<file path="src/rtl/rect_fill_engine.sv">
// Rectangle-fill engine: accepts one fill command, normalises and clips the corners,
// then streams one pixel write per accepted beat in raster order.
module rect_fill_engine #(
  parameter int H_RES   = 640,
  parameter int V_RES   = 480,
  parameter int X_W     = 10,
  parameter int Y_W     = 9,
  parameter int COLOR_W = 8
) (
  input  logic               clk,
  input  logic               rst,
  input  logic               cmd_rts,
  output logic               cmd_rtr,
  input  logic [127:0]       cmd_data,
  output logic               pix_rts,
  input  logic               pix_rtr,
  output logic [X_W-1:0]     pix_x,
  output logic [Y_W-1:0]     pix_y,
  output logic [COLOR_W-1:0] pix_color,
  output logic               busy,
  output logic               done
);

  localparam logic [1:0] IDLE = 2'd0;
  localparam logic [1:0] LOAD = 2'd1;
  localparam logic [1:0] FILL = 2'd2;
  localparam logic [1:0] DONE = 2'd3;

  localparam logic [15:0] H_RES16 = 16'(H_RES);
  localparam logic [15:0] V_RES16 = 16'(V_RES);
  localparam logic [15:0] X_LAST  = 16'(H_RES - 1);
  localparam logic [15:0] Y_LAST  = 16'(V_RES - 1);

  logic [1:0]         state_q, state_d;
  logic [15:0]        x0_q, x0_d, y0_q, y0_d, x1_q, x1_d, y1_q, y1_d;
  logic [COLOR_W-1:0] color_q, color_d;
  logic [X_W-1:0]     xmin_q, xmin_d, xmax_q, xmax_d;
  logic [Y_W-1:0]     ymax_q, ymax_d;
  logic [X_W-1:0]     pix_x_q, pix_x_d;
  logic [Y_W-1:0]     pix_y_q, pix_y_d;
  logic [COLOR_W-1:0] pix_color_q, pix_color_d;

  logic [15:0] xlo, xhi, ylo, yhi, xhi_clip, yhi_clip;
  logic        empty;

  // Normalised and clipped corners, only consumed in LOAD.
  always_comb begin
    xlo      = (x0_q < x1_q) ? x0_q : x1_q;
    xhi      = (x0_q < x1_q) ? x1_q : x0_q;
    ylo      = (y0_q < y1_q) ? y0_q : y1_q;
    yhi      = (y0_q < y1_q) ? y1_q : y0_q;
    xhi_clip = (xhi > X_LAST) ? X_LAST : xhi;
    yhi_clip = (yhi > Y_LAST) ? Y_LAST : yhi;
    empty    = (xlo >= H_RES16) || (ylo >= V_RES16);
  end

  // NOTE: every next-state signal gets a default first so no path can infer a latch.
  always_comb begin
    state_d     = state_q;
    x0_d        = x0_q;
    y0_d        = y0_q;
    x1_d        = x1_q;
    y1_d        = y1_q;
    color_d     = color_q;
    xmin_d      = xmin_q;
    xmax_d      = xmax_q;
    ymax_d      = ymax_q;
    pix_x_d     = pix_x_q;
    pix_y_d     = pix_y_q;
    pix_color_d = pix_color_q;

    case (state_q)
      IDLE: begin
        if (cmd_rts) begin
          x0_d    = cmd_data[15:0];
          y0_d    = cmd_data[31:16];
          x1_d    = cmd_data[47:32];
          y1_d    = cmd_data[63:48];
          color_d = cmd_data[64 +: COLOR_W];
          state_d = LOAD;
        end
      end
      LOAD: begin
        pix_color_d = color_q;
        if (empty) begin
          state_d = DONE;
        end else begin
          xmin_d  = xlo[X_W-1:0];
          xmax_d  = xhi_clip[X_W-1:0];
          ymax_d  = yhi_clip[Y_W-1:0];
          pix_x_d = xlo[X_W-1:0];
          pix_y_d = ylo[Y_W-1:0];
          state_d = FILL;
        end
      end
      FILL: begin
        if (pix_rtr) begin
          if (pix_x_q < xmax_q) begin
            pix_x_d = pix_x_q + 1'b1;
          end else begin
            pix_x_d = xmin_q;
            if (pix_y_q < ymax_q) pix_y_d = pix_y_q + 1'b1;
            else                  state_d = DONE;
          end
        end
      end
      default: state_d = IDLE;
    endcase
  end

  // NOTE: sequential state uses non-blocking assignments so all registers update together.
  always_ff @(posedge clk or posedge rst) begin
    if (rst) begin
      state_q     <= IDLE;
      x0_q        <= '0;
      y0_q        <= '0;
      x1_q        <= '0;
      y1_q        <= '0;
      color_q     <= '0;
      xmin_q      <= '0;
      xmax_q      <= '0;
      ymax_q      <= '0;
      pix_x_q     <= '0;
      pix_y_q     <= '0;
      pix_color_q <= '0;
    end else begin
      state_q     <= state_d;
      x0_q        <= x0_d;
      y0_q        <= y0_d;
      x1_q        <= x1_d;
      y1_q        <= y1_d;
      color_q     <= color_d;
      xmin_q      <= xmin_d;
      xmax_q      <= xmax_d;
      ymax_q      <= ymax_d;
      pix_x_q     <= pix_x_d;
      pix_y_q     <= pix_y_d;
      pix_color_q <= pix_color_d;
    end
  end

  // Handshake outputs decode the state directly so reset drops them in the same cycle.
  assign cmd_rtr   = (state_q == IDLE) && !rst;
  assign pix_rts   = (state_q == FILL);
  assign busy      = (state_q != IDLE);
  assign done      = (state_q == DONE);
  assign pix_x     = pix_x_q;
  assign pix_y     = pix_y_q;
  assign pix_color = pix_color_q;

endmodule
</file>
<file path="config.mk">
export PLATFORM = sky130hd
export DESIGN_NAME = rect_fill_engine
export DESIGN_NICKNAME = d
export VERILOG_FILES = /design/src/rtl/rect_fill_engine.sv
export SDC_FILE = /design/constraint.sdc
export NUM_CORES = 1
export LEC_CHECK = 0
export CAP_MARGIN = 25
export CORE_MARGIN = 8
export CORE_UTILIZATION = 55
export CTS_BUF_LIST = sky130_fd_sc_hd__clkbuf_16
export DETAILED_ROUTE_END_ITERATION = 10
export PLACE_DENSITY = 0.86
export SLEW_MARGIN = 20
export SYNTH_ARGS = -nofsm -noshare
export SYNTH_HDL_FRONTEND = slang
export SYNTH_SLANG_ARGS = --single-unit
</file>
<file path="constraint.sdc">
create_clock -name clk -period 9.15 [get_ports clk]
set_clock_uncertainty 0.15 [all_clocks]
set_input_delay 1.83 -clock clk [delete_from_list [all_inputs] [get_ports clk]]
set_output_delay 1.83 -clock clk [all_outputs]
set_load 0.02 [all_outputs]
</file>
==> key figures <==
Pwr
  – Switch Pwr: 1.49 mW
  – Reg power frac: 29.7%
  – Pwr dens: 398 nW/um2
  – Power share of the clock group: 17.6%
  – LEAKAGE: 4.08 nW
  – Combinational Power Share: 52.7%
  – Sw Ratio: 41.7%
  – VDD IR max: 0.213 mV
  – Pint: 2.09 mW

STA
  – Worst Tran Pin Value: 905 ps
  – Hold Violations, Final: 0
  – Hold Worst Slack: 326 ps
  – Final period utilization: 54.6%
  – Slew Viols, Final: 0
  – RSZ-0062 raised after global routing: no
  – Minimum clock period: 4990 ps
  – Slew margin rel.: 39.7%
  – Fmax: 200 MHz
  – PnR worst setup slack: 4160 ps
  – Setup_tns: 0 ps
  – Final setup fails: 0

Detailed routing
  – Post-DRT Antenna Nets: 0
  – Highest routing layer actually used: met5
  – DRC viols: 0
  – Via count: 5551
  – First drt pass iteration count: 5
  – Initial drt markers: 503
  – DR WL/cell: 17.3 um
  – Met2 WL: 8.21 mm
  – Met3 wire len: 1.30 mm
  – Via density: 5.71
  – Metal-1 WL: 7.09 mm
  – Drt total wl: 16.8 mm

Clock tree
  – Clk slew on worst S/H paths: 50 ps
  – CTS resizes: 0
  – CTS root buffer: clkbuf_16
  – Total CTS buffers: 17
  – Clk_lat worst skew: 410 ps
  – Cts hold-fix bufs: 0
  – H-tree lvl count: 4
  – Post-CTS Setup Inserts: 0
  – Clock Sinks: 130
  – CTS max path bufs: 2
  – CTS tree: yes

Cells and area
  – Fraction of layout cells with a size suffix above 1: 17.1%
  – Syn-to-layout area delta: 24.3%
  – Ant diodes: 0
  – Nets: 969

Worst setup path
  – CP cell instances: clkdlybuf4s50_1, nor2_1, clkdlybuf4s50_1
  – Setup CP Type: in -> out
  – Setup slack, reg-to-reg: 5590 ps
  – Worst Setup End Kind: primary output
  – R2R Path End: xmax_q[9]
  – Critical Path Start: rst
  – Reg2reg start: y1_q[1]
  – CP max stage delay: 620 ps
  – FF-to-FF path depth: 10
  – Worst EP required: 7170 ps
  – Slowest stage cell, crit path: clkdlybuf4s50_1
  – Crit start category: primary input
  – Max FO, Critical Path: 2
  – CP Capture Point: cmd_rtr
  – Critical path data arrival time: 3010 ps
  – Most common cell on crit path: clkdlybuf4s50_1

Floorplanning
  – # IOs: 163
  – Die extent in x: 131 um
  – DIE HEIGHT: 131 um
  – Starting Density: 55.6%
  – Die Area: 17100 um2
  – Placeable Area: 13000 um2
  – # rows: 42

Yosys
  – Synth top area share: 44.9%
  – Synth Net Count: 864
  – Post-synth EDFFs: 0
  – Distinct cell type count after synthesis: 54
  – Synth Cell Area: 7250 um2
  – Async SR Flop Fraction: 100%
  – Yosys top cell by area: dfrtp_1
  – Mean Syn Cell Area: 10.7 um2
  – Seq/Total Area, Yosys: 44.9%
  – Synth warnings: 0
  – Cells after Synth: 678
  – Most used DFF post-synth: dfrtp_1
  – Synth area leaders: dfrtp_1 (45%), mux2_2 (13%), ha_1 (9.3%)
  – Seq cells post-synth: 130
  – Post-synth top cells: dfrtp_1 (130), mux2_2 (83), nand2_1 (55)
  – Most common cell in the synthesized netlist: dfrtp_1

GRT
  – First-pass GRT wire length: 28.2 mm
  – GRT Resource Usage Total: 20.9%
  – Largest net degree at the start of global routing: 73
  – Initial antenna violation count: 1
  – Vias in the first global route: 5846
  – Remaining Overflow, GRT: 0

Run
  – Max cap viols: 0

Placement
  – DP HPWL: 12.6 mm
  – I/O Buffers: 106
  – Routability cong.: 0.830
  – Dpl ws: 4160 ps

Run status
  – Status: finished, final reports clean

Hold path
  – Hold Crit Class: reg -> reg
==> cell families (layout without fill, tap and decap cells) <==
family / after synthesis / after routing / synth area share [%]
compound gates: 151 / 151 / 13.6
xor+xnor: 8 / 8 / 0.966
fa+ha+maj: 54 / 54 / 9.32
buf+inv: 80 / 198 / 4.45
flops: 130 / 130 / 44.9
mux: 119 / 119 / 18.5
simple gates: 136 / 136 / 8.34
==> power by group through the flow <==
stage	clock, mW	sequential, mW	combinational, mW
2_1_floorplan	0	1.06	1.34
3_3_place_gp	0	1.04	1.76
3_5_place_dp	0	1.07	1.87
4_1_cts	0.641	1.06	1.89
5_1_grt	0.668	1.10	2.09
6_report	0.633	1.06	1.89
==> layer usage <==
| layer | track usage, % | vias to the layer above |
|---|---|---|
| met5 | 0 | - |
| met3 | 7.39 | 24 |
| met1 | 24.8 | 2726 |
| met2 | 34.8 | 160 |
| met4 | 6.48 | 2 |
| li1 | - | 2639 |
==> per-stage QoR <==
stage / std cells / instance area (um2) / power, mW / util [%]
floorplan: 678 / 7250 / 2.40 / -
global placement: 940 / 8460 / 2.81 / 64.9
detailed placement: 940 / 8460 / 2.93 / 64.9
CTS: 972 / 9010 / 3.59 / 69.2
global route: 972 / 9010 / 3.85 / 69.2
finish: 972 / 9010 / 3.59 / 69.2
==> worst min-delay path by stage <==
| stage | from | endpoint | depth (start not counted) |
|---|---|---|---|
| after global routing | xmax_q[5] | xmax_q[5] | 1 |
| after floorplan | xmin_q[2] | xmin_q[2] | 2 |
| after CTS | xmax_q[6] | xmax_q[6] | 1 |
| after global placement | xmin_q[2] | xmin_q[2] | 2 |
| after detailed placement | xmax_q[6] | xmax_q[6] | 1 |
| final | xmax_q[6] | xmax_q[6] | 1 |
==> sequential cells by signal, indices dropped and copies added, names as in the netlist, 10 cells and up <==
register	flops
pix_x	10
x0_q	16
x1_q	16
xmax_q	10
xmin_q	10
y0_q	16
y1_q	16
==> critical path: cells and delay by family <==
kind	cells	cell delay (ps)
and+or+nand+nor	1	110
buffers and inverters	2	1080
==> layout make-up <==
| cell class | instances | area (um2) |
|---|---|---|
| Timing Repair Buffer | 112 | 1110 |
| Sequential cell | 130 | 3250 |
| Inverter | 54 | 205 |
| Fill cell | 941 | 4020 |
| Clock inverter | 15 | 128 |
| Tap cell | 176 | 220 |
| Clock buffer | 17 | 425 |
| Multi-Input combinational cell | 468 | 3680 |
==> placed cells by master, fill, tap and decap left out, drive strengths merged, types with 3 or more instances in the layout <==
| cell type | count |
|---|---|
| nand4 | 5 |
| o22ai | 5 |
| a22o | 3 |
| nor3 | 7 |
| a211o | 3 |
| mux2 | 92 |
| clkdlybuf4s50 | 106 |
| o21a | 3 |
| a21oi | 55 |
| o31ai | 4 |
| ha | 54 |
| nand2 | 55 |
| inv | 57 |
| a21o | 9 |
| xnor2 | 4 |
| clkbuf | 17 |
| o211ai | 11 |
| buf | 6 |
| clkinv | 8 |
| nand3 | 14 |
| a22oi | 4 |
| mux2i | 27 |
| nor2b | 3 |
| dfrtp | 130 |
| nor4 | 4 |
| o21ai | 38 |
| xor2 | 4 |
| nor2 | 37 |
| nand2b | 5 |
(Power assumes the default switching activity.)
